## config.mk

```make
export PLATFORM = sky130hd
export DESIGN_NAME = call_panel
export DESIGN_NICKNAME = d
export VERILOG_FILES = /design/src/rtl/elevator_pkg.sv /design/src/rtl/call_debounce.sv /design/src/rtl/call_panel.sv
export SDC_FILE = /design/constraint.sdc
export NUM_CORES = 1
export LEC_CHECK = 0
export ABC_AREA = 1
export BUFFER_PORTS_ARGS = -buffer_cell sky130_fd_sc_hd__buf_2
export CORE_UTILIZATION = 55
export DETAILED_ROUTE_END_ITERATION = 10
export HOLD_SLACK_MARGIN = 0.1
export PLACE_DENSITY = 0.76
export SYNTH_ARGS = -nofsm -noshare
export SYNTH_HDL_FRONTEND = slang
export SYNTH_HIERARCHICAL = 1
export SYNTH_SLANG_ARGS = --single-unit
export TNS_END_PERCENT = 30
```

## constraint.sdc

```tcl
create_clock -name clk -period 1.9 [get_ports clk]
set_input_delay 0.38 -clock clk [delete_from_list [all_inputs] [get_ports clk]]
set_output_delay 0.38 -clock clk [all_outputs]
set_load 0.02 [all_outputs]
```

## src/rtl/elevator_pkg.sv

```systemverilog
// Types and sizes shared by the call panel and the elevator controller.
package elevator_pkg;

  localparam int N_FLOORS = 5;
  localparam int FLOOR_W  = 3;

  typedef enum logic [1:0] {IDLE, ISSUE, WAIT} call_state_t;
  typedef enum logic [1:0] {G_IDLE, G_OUT1, G_IN1, G_HOLD} gate_state_t;

  // Floors are numbered from 1, so out-of-range positions (0, > N_FLOORS) never match.
  function automatic logic floor_is(input logic [FLOOR_W-1:0] floor_num, input int idx);
    return floor_num == FLOOR_W'(idx + 1);
  endfunction

endpackage

```

## src/rtl/call_debounce.sv

```systemverilog
// One push-button: 2-flop synchroniser followed by a debounce counter.
// rise pulses for one cycle on the edge where the debounced level goes high.
module call_debounce #(
  parameter int DEBOUNCE_CYCLES = 4
) (
  input  logic clk,
  input  logic reset,
  input  logic raw,
  output logic rise
);

  localparam int CNT_W = $clog2(DEBOUNCE_CYCLES + 1);

  logic             sync1_reg, sync2_reg, level_reg, rise_reg;
  logic [CNT_W-1:0] cnt_reg;

  always_ff @(posedge clk or negedge reset) begin
    if (!reset) begin
      sync1_reg <= 1'b0;
      sync2_reg <= 1'b0;
      level_reg <= 1'b0;
      rise_reg  <= 1'b0;
      cnt_reg   <= '0;
    end else begin
      sync1_reg <= raw;
      sync2_reg <= sync1_reg;
      rise_reg  <= 1'b0;
      // Any sample agreeing with the current level restarts the count.
      if (sync2_reg == level_reg) begin
        cnt_reg <= '0;
      end else if (cnt_reg == CNT_W'(DEBOUNCE_CYCLES - 1)) begin
        level_reg <= sync2_reg;
        rise_reg  <= sync2_reg;
        cnt_reg   <= '0;
      end else begin
        cnt_reg <= cnt_reg + 1'b1;
      end
    end
  end

  assign rise = rise_reg;

endmodule

```

## src/rtl/call_panel.sv

```systemverilog
// Landing/car front end: debounced call buttons with latched lamps, and a
// two-beam doorway decoder producing come_in / go_out pulses.
module call_panel
  import elevator_pkg::*;
#(
  parameter int DEBOUNCE_CYCLES = 4
) (
  input  logic                clk,
  input  logic                reset,
  input  logic [N_FLOORS-1:0] btn_raw,
  input  logic                beam_outer,
  input  logic                beam_inner,
  input  logic [FLOOR_W-1:0]  current_floor,
  input  logic                going_up,
  input  logic                going_down,
  output logic [N_FLOORS-1:0] buttons,
  output logic [N_FLOORS-1:0] call_lamp,
  output logic                come_in,
  output logic                go_out
);

  logic [N_FLOORS-1:0] rise;
  logic                moving;

  assign moving = going_up || going_down;

  genvar gi;
  generate
    for (gi = 0; gi < N_FLOORS; gi++) begin : g_floor
      call_state_t state_reg, state_next;
      logic        press_reg;
      logic        stop;

      call_debounce #(.DEBOUNCE_CYCLES(DEBOUNCE_CYCLES)) u_debounce (
        .clk   (clk),
        .reset (reset),
        .raw   (btn_raw[gi]),
        .rise  (rise[gi])
      );

      assign stop = !moving && floor_is(current_floor, gi);

      always_ff @(posedge clk or negedge reset) begin
        if (!reset) begin
          state_reg <= IDLE;
          press_reg <= 1'b0;
        end else begin
          state_reg <= state_next;
          press_reg <= rise[gi];
        end
      end

      always_comb begin
        state_next = state_reg;
        case (state_reg)
          IDLE:    if (press_reg) state_next = ISSUE;
          ISSUE:   state_next = WAIT;
          WAIT:    if (stop) state_next = IDLE;
          default: state_next = IDLE;
        endcase
      end

      assign buttons[gi]   = (state_reg == ISSUE);
      assign call_lamp[gi] = (state_reg != IDLE);
    end
  endgenerate

  logic        o_s1_reg, o_s2_reg, n_s1_reg, n_s2_reg;
  logic        come_in_reg, come_in_next, go_out_reg, go_out_next;
  gate_state_t gate_reg, gate_next;

  always_ff @(posedge clk or negedge reset) begin
    if (!reset) begin
      o_s1_reg    <= 1'b0;
      o_s2_reg    <= 1'b0;
      n_s1_reg    <= 1'b0;
      n_s2_reg    <= 1'b0;
      gate_reg    <= G_IDLE;
      come_in_reg <= 1'b0;
      go_out_reg  <= 1'b0;
    end else begin
      o_s1_reg    <= beam_outer;
      o_s2_reg    <= o_s1_reg;
      n_s1_reg    <= beam_inner;
      n_s2_reg    <= n_s1_reg;
      gate_reg    <= gate_next;
      come_in_reg <= come_in_next;
      go_out_reg  <= go_out_next;
    end
  end

  // HOLD absorbs everything until both beams clear, so one passage yields at most one pulse.
  always_comb begin
    gate_next    = gate_reg;
    come_in_next = 1'b0;
    go_out_next  = 1'b0;
    case (gate_reg)
      G_IDLE: begin
        if (o_s2_reg && n_s2_reg) gate_next = G_HOLD;
        else if (o_s2_reg)        gate_next = G_OUT1;
        else if (n_s2_reg)        gate_next = G_IN1;
      end
      G_OUT1: begin
        if (moving) begin
          gate_next = G_HOLD;
        end else if (n_s2_reg) begin
          come_in_next = 1'b1;
          gate_next    = G_HOLD;
        end else if (!o_s2_reg) begin
          gate_next = G_IDLE;
        end
      end
      G_IN1: begin
        if (moving) begin
          gate_next = G_HOLD;
        end else if (o_s2_reg) begin
          go_out_next = 1'b1;
          gate_next   = G_HOLD;
        end else if (!n_s2_reg) begin
          gate_next = G_IDLE;
        end
      end
      G_HOLD:  if (!o_s2_reg && !n_s2_reg) gate_next = G_IDLE;
      default: gate_next = G_IDLE;
    endcase
  end

  assign come_in = come_in_reg;
  assign go_out  = go_out_reg;

endmodule

```

==> impl_results.md, run 1 <==
- Minimum period implied by the final worst setup slack: 1585 ps
- Floorplan Core Area: 4058 µm²
- Largest area contributor in the synthesized netlist: sky130_fd_sc_hd__dfrtp_1
- Number of nets in the finished design: 305
- Endpoint kind of the worst setup timing path: output pin
- Root buffer cell: sky130_fd_sc_hd__clkbuf_8
- Via count: 1595
- Cell breakdown of the critical path: or2_2, buf_2
- Global-route track usage on met1: 24.01%
- Worst rel slew slack: 74.27%
- Max-slew violation total from the final report: 0
- Clk network pwr share: 30.2%
- Synth cell types: 21
- Syn_area_per_cell: 9.285 µm²
- Crit path buf inv count: 1
- Routed wire per std cell: 10.73 µm
- Setup WS post-layout: 315.4 ps
- Total Die Area: 4554 µm²
- Required time at the endpoint of the critical path: 1520 ps
- Post-CTS setup buffer count: 0
- DRC violation total after the first TritonRoute iteration: 88
- Setup repair after global routing missed its margin: false
- Number of nets produced by synthesis: 273
- Num Clock Sinks: 58
- Top cells by instance count after synthesis: sky130_fd_sc_hd__dfrtp_1, sky130_fd_sc_hd__nand2_1, sky130_fd_sc_hd__inv_1
- Gp weighted congestion: 0.8085
- Sequential group share of total power: 44.5%
- Leak Pwr: 0.001480 µW
- Worst ir drop on vdd: 0.7767 mV
- Max Cap Viol: 0
- # port buffers: 25
- Total count of hold-check failures in the final report: 0
- First-pass GRT wire length: 6244 µm
- Count of flip-flops with a built-in enable after synthesis: 0
- Clock tree from TritonCTS: done
- Share of synthesized flip-flops with an asynchronous set or reset: 100.0%
- Switching pwr: 1195 µW
- Setup TNS: 0 ps
- Antenna Violating Nets Remaining: 0
- Library cell with the highest instance count after synthesis: sky130_fd_sc_hd__dfrtp_1
- Ratio of total power to cell area: 1358 nW/µm²
- Routed WL: 3658 µm
- Number of CTS-inserted buffers: 9
- Logic gate share of total power: 25.3%
- Met2 usage: 29.70%
- Largest cells by area after synthesis: sky130_fd_sc_hd__dfrtp_1, sky130_fd_sc_hd__nand2_1, sky130_fd_sc_hd__inv_1, sky130_fd_sc_hd__nor2_1, sky130_fd_sc_hd__nand3_1
- Maximum clock frequency: 631.1 MHz
- Global-route usage over all layers: 19.72%
- Flip-flop count of the largest register after layout: 15
- Hold WC Path Type: in2reg
- Setup violation total in the final timing report: 0
- Skew-Pair Late Insertion Delay: 320 ps
- Initial antenna violation count: 0
- Primary FF master, synth: sky130_fd_sc_hd__dfrtp_1
- Setup CP Type: reg2out
- Run status: finished clean
- Worst path slowest cell: sky130_fd_sc_hd__dfrtp_1
- Initial Utilization: 58.13%
- Critical path peak fanout: 4
- Cells after synthesis: 254
- Sequential fraction of the synthesis area: 61.54%
- Clock slew at the register clock pins of the worst setup and hold paths: 70 ps
- Number of ports placed on the die boundary: 26
- DRC violations left: 0
- Vias in the first global route: 1476
- Fin crit share: 83.40%
- Fraction of power spent switching nets: 32.22%
- Yosys warning count: 6
- Nature of the critical path startpoint: flip-flop
- Number of synthesized register bits: 58
- Dominant delay contributor by cell family on the critical path: flip-flops
- H-tree lvl count: 3
- Internal power: 2514 µW
- Transition time of the tightest slew-check pin: 382.4 ps
- Area share of the largest cell type after synthesis: 61.54%
- Worst EP arrival: 1200 ps
- GRT busiest layer: met2
- N_diodes: 0
- Die Y: 67.49 µm
- Relative area change from synthesis to final layout: 15.81%
- Half-perimeter wire length of the detailed placement result: 2392 µm
- Die boundary width: 67.49 µm
- # rows: 23
- Residual overflow from global routing: 0
- Largest net degree at the start of global routing: 59
- Largest clock skew in the final design: 5.575 ps
- Length of the first detailed-routing pass in iterations: 4
- Delay contributed by the slowest stage of the critical path: 400 ps
- Cell Area, Synth: 2359 µm²
- Layout cell share with drive strength beyond 1: 23.02%
- Number of buffers inserted for hold repair after clock tree synthesis: 1
- Number of gates given a new drive strength after cts: 0
- Global-route track usage on met3: 5.574%
- Largest buffer count on any clock path: 2
- Worst setup timing slack at the placement stage: 668.7 ps
- Per-cell via count in the routed design: 4.677
==> power by group through the flow <==
stage | Sequential [µW] | Clock (µW) | Combinational, µW
floorplan | 1620 | 0 | 765
global placement | 1650 | 0 | 899
detailed placement | 1670 | 0 | 930
CTS | 1650 | 1160 | 949
global route | 1680 | 1210 | 1100
finish | 1650 | 1120 | 939
==> kinds of logic (layout without fill, tap and decap cells) <==
group / count (synthesis) / count (layout) / share of synthesized area [%]
simple gates: 133 / 133 / 24.99
fa+ha+maj: 5 / 5 / 2.653
compound gates: 7 / 7 / 1.591
flops: 58 / 58 / 61.54
buf+inv: 51 / 88 / 9.231
==> worst paths after layout <==
check / cells past startpoint / slack (ps) / startpoint / end
hold / removal: 1 / 160 / btn_raw[0] / g_floor[0].u_debounce/sync1_reg$_DFF_PN0_
setup reg to reg: 5 / 750 / gate_reg[1]$_DFFE_PN0P_ / gate_reg[1]$_DFFE_PN0P_
setup / recovery: 2 / 320 / g_floor[0].state_reg[1]$_DFFE_PN0P_ / call_lamp[0]
hold reg to reg: 0 / 350 / g_floor[2].u_debounce/rise$_DFF_PN0_ / g_floor[2].press_reg$_DFF_PN0_
min in group asynchronous: 3 / 580 / reset / g_floor[3].state_reg[1]$_DFFE_PN0P_
max in group asynchronous: 3 / 1070 / reset / g_floor[1].u_debounce/sync2_reg$_DFF_PN0_
==> layer usage <==
metal	routed length, µm	up-vias	part of all wire, %
met1	1702	720	47
li1	-	826	-
met3	129	11	3.5
met2	1709	38	47
met5	0	-	0
met4	116	0	3.2
==> worst reg2reg max path: stages (launching register included) <==
cell and delay, ps:
sky130_fd_sc_hd__dfrtp_1 530, sky130_fd_sc_hd__nand3_1 150, sky130_fd_sc_hd__nor2_1 170, sky130_fd_sc_hd__nor2_1 70
sky130_fd_sc_hd__nand3_1 80, sky130_fd_sc_hd__nand2_1 50
==> per-stage QoR <==
step	power [µW]	std cells	util [%]	cell area (µm²)	hold WS (ps)
finish	3708	341	67.31	2731	162.0
floorplan	2380	254	-	2359	84.41
global route	3994	341	67.31	2731	140.9
detailed placement	2596	324	62.04	2517	334.7
global placement	2554	324	62.04	2517	331.6
CTS	3753	341	67.31	2731	147.4
==> layout make-up <==
| class | count | area (µm²) |
|---|---|---|
| timing repair buffer | 27 | 155.1 |
| multi-input combinational | 145 | 689.4 |
| clock buffer | 11 | 151.4 |
| sequential | 58 | 1451 |
| tap | 50 | 62.56 |
| clock inverter | 5 | 52.55 |
| fill | 321 | 1326 |
| inverter | 45 | 168.9 |
==> placed cells by master, fill, tap and decap left out, types with 2 or more instances in the layout <==
cell | synthesis | routed
sky130_fd_sc_hd__ha_1 | 5 | 5
sky130_fd_sc_hd__nand3_1 | 16 | 16
sky130_fd_sc_hd__nor2_1 | 38 | 38
sky130_fd_sc_hd__clkinv_2 | 0 | 3
sky130_fd_sc_hd__inv_2 | 5 | 5
sky130_fd_sc_hd__or2_2 | 5 | 5
sky130_fd_sc_hd__nand4_1 | 2 | 2
sky130_fd_sc_hd__nor4_1 | 2 | 2
sky130_fd_sc_hd__nand2_2 | 12 | 12
sky130_fd_sc_hd__clkbuf_8 | 0 | 11
sky130_fd_sc_hd__o21ai_0 | 4 | 4
sky130_fd_sc_hd__nand2_1 | 54 | 54
sky130_fd_sc_hd__dfrtp_1 | 58 | 58
sky130_fd_sc_hd__inv_1 | 40 | 40
sky130_fd_sc_hd__buf_2 | 0 | 25
Power figures use the tool's default switching activity.
==> inputs of run 2 (changes only) <==
Settings changed: CORE_UTILIZATION 55 to 51, PLACE_DENSITY 0.76 to 0.74.
Clock period 1.9 ns to 1.4 ns, I/O delays scaled along.
==> run 2 against run 1 <==
Compared with the run above: combinational power grew 61%; sequential share of layout area is 4.5 points lower; non-clock buffer count up 11; hold slack better by 99 ps; largest cell class unchanged; highest routed layer unchanged.
==> impl_results.md, run 2 (synthesis results as in run 1) <==
- Run status: finished clean
- Minimum period implied by the final worst setup slack: 1386 ps
- Setup WS post-layout: 13.72 ps
- Setup repair after global routing missed its margin: true
- Residual overflow from global routing: 0
- Flip-flop count of the largest register after layout: 15
- Vias in the first global route: 1539
- Routed wire per std cell: 10.41 µm
- Skew-Pair Late Insertion Delay: 330 ps
- Ratio of total power to cell area: 1933 nW/µm²
- Fin crit share: 99.02%
- Die boundary width: 70.01 µm
- Placed Area: 2520 µm²
- Transition time of the tightest slew-check pin: 318.3 ps
- N_diodes: 0
- Number of CTS-inserted buffers: 9
- Largest net degree at the start of global routing: 59
- Leak Pwr: 0.001563 µW
- Nature of the critical path startpoint: flip-flop
- Critical path peak fanout: 3
- Gp weighted congestion: 0.8841
- H-tree lvl count: 3
- Number of ports placed on the die boundary: 26
- Per-cell via count in the routed design: 4.619
- Endpoint kind of the worst setup timing path: output pin
- Fill count: 337
- Required time at the endpoint of the critical path: 1120 ps
- Largest buffer count on any clock path: 2
- Num Clock Sinks: 58
- # port buffers: 25
- Total count of hold-check failures in the final report: 0
- Setup CP Type: reg2out
- Setup violation total in the final timing report: 0
- Logic depth of the worst register-to-register path: 6
- First-pass GRT wire length: 6451 µm
- FF/Latch Area: 1451 µm²
- Initial Utilization: 53.43%
- Clock tree from TritonCTS: done
- Antenna Violating Nets Remaining: 0
- Half-perimeter wire length of the detailed placement result: 2438 µm
- Most common cell after layout, fill and taps aside: sky130_fd_sc_hd__dfrtp_1
- DRC violation total after the first TritonRoute iteration: 150
- Most frequent cells in the layout: sky130_fd_sc_hd__dfrtp_1, sky130_fd_sc_hd__nand2_1, sky130_fd_sc_hd__inv_1
- Worst EP arrival: 1110 ps
- Worst rel slew slack: 78.78%
- Worst ir drop on vdd: 0.8404 mV
- Layout Cell Area excl Fill: 2984 µm²
- Final hold slack: 261.0 ps
- Max Cap Viol: 0
- Hold WC Path Type: in2reg
- Hold Path Depth: 3
- Length of the first detailed-routing pass in iterations: 4
- Post-layout util: 67.60%
- Total area of multi-input combinational cells: 721.9 µm²
- Root buffer cell: sky130_fd_sc_hd__clkbuf_8
- Total Die Area: 4901 µm²
- Total power draw: 5768 µW
- Number of nets in the finished design: 316
- # rows: 24
- Maximum clock frequency: 721.4 MHz
- Layout cell share with drive strength beyond 1: 24.50%
- Global-route usage over all layers: 17.41%
- Worst setup timing slack at the placement stage: 275.3 ps
- Relative area change from synthesis to final layout: 26.53%
- Via count: 1635
- Floorplan Core Area: 4414 µm²
- Routed WL: 3685 µm
- Largest clock skew in the final design: 6.139 ps
- Max-slew violation total from the final report: 0
- Initial antenna violation count: 0
- Die Y: 70.01 µm
- Clock slew at the register clock pins of the worst setup and hold paths: 60 ps
- DRC violations left: 0
## run 2: cell count changes in the layout (fill, tap and decap cells not counted), sizes merged
| cell | before | now |
|---|---|---|
| clkinvlp | 1 | 0 |
| bufinv | 1 | 4 |
| clkinv | 3 | 1 |
| buf | 26 | 30 |
| dlygate4sd3 | 1 | 8 |
## run 2: cell type report
class	instances	share of cell area, %
flip-flops and latches	58	48.64
inverters	45	5.660
multi-input cells	145	24.19
repair buffers	38	10.40
clock buffers	11	4.738
well taps	52	2.180
clock inverters	5	4.193
## run 2: worst paths after layout
path	slack, ps	start	to
setup / recovery	10	g_floor[1].state_reg[1]$_DFFE_PN0P_	buttons[1]
min in group asynchronous	480	reset	g_floor[3].press_reg$_DFF_PN0_
max in group asynchronous	680	reset	g_floor[2].u_debounce/sync2_reg$_DFF_PN0_
hold / removal	260	current_floor[0]	g_floor[3].state_reg[1]$_DFFE_PN0P_
hold reg to reg	350	g_floor[2].u_debounce/sync1_reg$_DFF_PN0_	g_floor[2].u_debounce/sync2_reg$_DFF_PN0_
setup reg to reg	300	gate_reg[1]$_DFFE_PN0P_	gate_reg[0]$_DFFE_PN0P_
## run 2: worst max-delay path, stage by stage, from the launching register on
cell                      delay (ps)
sky130_fd_sc_hd__dfrtp_1         390
sky130_fd_sc_hd__buf_4           140
sky130_fd_sc_hd__nor2_2          100
sky130_fd_sc_hd__buf_4           140
## run 2: what timing repair did
| item | 4_1_cts | 5_1_grt |
|---|---|---|
| endpoints found under the setup margin | 5 | 8 |
| hold buffers | 8 | 0 |
| pin swaps | 0 | 2 |
| gates resized for setup | 16 | 13 |
| hold endpoints to repair | 65 | 0 |
| buffers inserted | 4 | 0 |
## run 2: power breakdown
group / total (µW) / leakage [µW] / internal, µW / switching (µW)
clock: 2020 / 0.000134 / 1410 / 615
sequential: 2230 / 0.000748 / 2010 / 224
combinational: 1510 / 0.000682 / 696 / 816
## run 2: per-layer routing
layer / vias up / share of wire (%) / global-route usage (%)
met3: 10 / 5.6 / 4.329
li1: 851 / - / -
met4: 0 / 1.8 / 10.00
met1: 740 / 46 / 21.73
met2: 34 / 47 / 27.67
met5: - / 0 / 0
## run 2: stage by stage
step                      instances  TNS (ps)
final                           354         0
after global routing            354    -80.45
after CTS                       354    -63.47
after detailed placement        326         0
after global placement          326         0
after floorplan                 254         0
==> inputs of run 3 (changes only) <==
==> constraint.sdc (replaced) <==
create_clock -name clk -period 1.4 [get_ports clk]
set_input_delay 0.21 -clock clk [delete_from_list [all_inputs] [get_ports clk]]
set_output_delay 0.21 -clock clk [all_outputs]
set_load 0.02 [all_outputs]
==> run 3 against run 2 <==
Compared with the run above: the run now ends with setup timing left; non-clock buffer count shrank 2; first-iteration DRC count decreased by 19%; critical path depth fell by 1; total power is 14% lower; cell count shrank 0.56%; utilization fell by 4.1 points; clock skew decreased by 1.4 ps; via count is 1.1% higher; sequential power about the same; combinational power decreased by 11%; hold slack got worse by 80 ps; highest routed layer unchanged.
==> impl_results.md, run 3 (synthesis results as in run 1) <==
- Run status: complete, but fails checks
- Failing checks: setup timing
- Placed Area: 2520 µm²
- Antenna Violating Nets Remaining: 0
- Gp weighted congestion: 0.8899
- # rows: 24
- Final hold slack: 180.9 ps
- Most frequent cells in the layout: sky130_fd_sc_hd__dfrtp_1, sky130_fd_sc_hd__nand2_1, sky130_fd_sc_hd__inv_1
- Largest net degree at the start of global routing: 59
- Per-cell via count in the routed design: 4.696
- DRC violations left: 0
- N_diodes: 0
- Routed WL: 3701 µm
- Max Cap Viol: 0
- Worst setup timing slack at the placement stage: 320.3 ps
- Layout cell share with drive strength beyond 1: 22.33%
- Cell breakdown of the critical path: or2_2, buf_2
- Clock slew at the register clock pins of the worst setup and hold paths: 60 ps
- Worst EP arrival: 1190 ps
- Post-layout util: 63.49%
- Skew-Pair Late Insertion Delay: 330 ps
- Num Clock Sinks: 58
- Flip-flop count of the largest register after layout: 15
- Internal power: 3339 µW
- Setup repair after global routing missed its margin: true
- Fraction of power spent switching nets: 32.63%
- Hold WC Path Type: in2reg
- Setup CP Type: reg2out
- Routed wire per std cell: 10.51 µm
- Transition time of the tightest slew-check pin: 294.2 ps
- Dominant delay contributor by cell family on the critical path: flip-flops
- Clock tree from TritonCTS: done
- Required time at the endpoint of the critical path: 1190 ps
- Floorplan Core Area: 4414 µm²
- Sequential group share of total power: 45.1%
- Number of nets in the finished design: 314
- Fin crit share: 100.3%
- Clk network pwr share: 27.9%
- Layout Cell Area excl Fill: 2803 µm²
- Minimum period implied by the final worst setup slack: 1404 ps
- Die Y: 70.01 µm
- Ratio of total power to cell area: 1769 nW/µm²
- Worst ir drop on vdd: 0.9295 mV
- Worst rel slew slack: 80.39%
- Largest buffer count on any clock path: 2
- Number of CTS-inserted buffers: 9
- Total count of hold-check failures in the final report: 0
- Switching pwr: 1617 µW
- Endpoint kind of the worst setup timing path: output pin
- DRC violation total after the first TritonRoute iteration: 121
- Crit path buf inv count: 1
- Setup violation total in the final timing report: 2
- Nature of the critical path startpoint: flip-flop
- H-tree lvl count: 3
- Largest clock skew in the final design: 4.735 ps
- Residual overflow from global routing: 0
- Number of ports placed on the die boundary: 26
- Total Die Area: 4901 µm²
- Vias in the first global route: 1522
- Critical path peak fanout: 4
- Logic gate share of total power: 26.9%
- Max-slew violation total from the final report: 0
- Global-route usage over all layers: 17.31%
- Delay contributed by the slowest stage of the critical path: 400 ps
- Length of the first detailed-routing pass in iterations: 5
- # port buffers: 25
- Initial Utilization: 53.43%
- Die boundary width: 70.01 µm
- Setup WS post-layout: -3.960 ps
- Root buffer cell: sky130_fd_sc_hd__clkbuf_8
- Relative area change from synthesis to final layout: 18.83%
- Most common cell after layout, fill and taps aside: sky130_fd_sc_hd__dfrtp_1
- Worst path slowest cell: sky130_fd_sc_hd__dfrtp_1
- Via count: 1653
- Initial antenna violation count: 0
- Leak Pwr: 0.001511 µW
- Half-perimeter wire length of the detailed placement result: 2501 µm
- First-pass GRT wire length: 6272 µm
- Maximum clock frequency: 712.3 MHz
-- run 3: cell count changes in the layout (fill, tap and decap cells not counted), sizes merged --
cell    delta
clkinv     +1
bufinv     -4
buf        -2
clkbuf     +3
-- run 3: area by class of cell --
cell class | count | area [µm²]
Timing Repair Buffer | 36 | 242.7
Inverter | 45 | 168.9
Sequential cell | 58 | 1451
Clock inverter | 2 | 10.01
Tap cell | 52 | 65.06
Fill cell | 364 | 1612
Clock buffer | 14 | 172.7
Multi-Input combinational cell | 145 | 691.9
-- run 3: power groups by stage --
| stage | clock, µW | combinational (µW) | sequential, µW |
|---|---|---|---|
| after CTS | 1420 | 1310 | 2240 |
| after floorplan | 0 | 1040 | 2190 |
| after global routing | 1510 | 1530 | 2280 |
| after detailed placement | 0 | 1260 | 2270 |
| final | 1390 | 1340 | 2240 |
| after global placement | 0 | 1210 | 2250 |
-- run 3: final timing paths --
path | start | endpoint | slack, ps | cells past startpoint
max in group asynchronous | reset | o_s2_reg$_DFF_PN0_ | 750 | 3
worst max register to register | gate_reg[1]$_DFFE_PN0P_ | gate_reg[1]$_DFFE_PN0P_ | 310 | 6
worst min-delay path | current_floor[0] | g_floor[3].state_reg[1]$_DFFE_PN0P_ | 180 | 3
worst max-delay path | g_floor[2].state_reg[1]$_DFFE_PN0P_ | call_lamp[2] | -4 | 2
min in group asynchronous | reset | go_out$_DFF_PN0_ | 400 | 3
worst min register to register | g_floor[4].u_debounce/sync1_reg$_DFF_PN0_ | g_floor[4].u_debounce/sync2_reg$_DFF_PN0_ | 340 | 0
-- run 3: what timing repair did --
action	CTS	global route
hold endpoints to repair	65	0
hold buffers	8	0
setup endpoints to repair	4	6
setup buffers	1	1
resized for setup	0	2
-- run 3: metrics by stage --
stage | cells | power, µW | setup TNS (ps)
6_report | 352 | 4957 | -4.857
5_1_grt | 352 | 5317 | -195.0
4_1_cts | 351 | 4960 | -51.66
3_5_place_dp | 326 | 3531 | 0
3_3_place_gp | 326 | 3464 | 0
2_1_floorplan | 254 | 3230 | 0
-- run 3: routing by layer --
layer  part of all wire [%]  vias up  routed length, µm  GRT usage (%)
li1                       -      847                  -              -
met1                     47      761               1744          20.41
met2                     45       36               1679          26.50
met3                    5.1        9                189          6.926
met4                    2.4        0                 88          10.67
met5                      0        -                  0              0
-- run 3: worst min-delay path: stages --
cell and delay [ps]:
sky130_fd_sc_hd__buf_2 100, sky130_fd_sc_hd__nor4_1 50, sky130_fd_sc_hd__o21bai_1 120
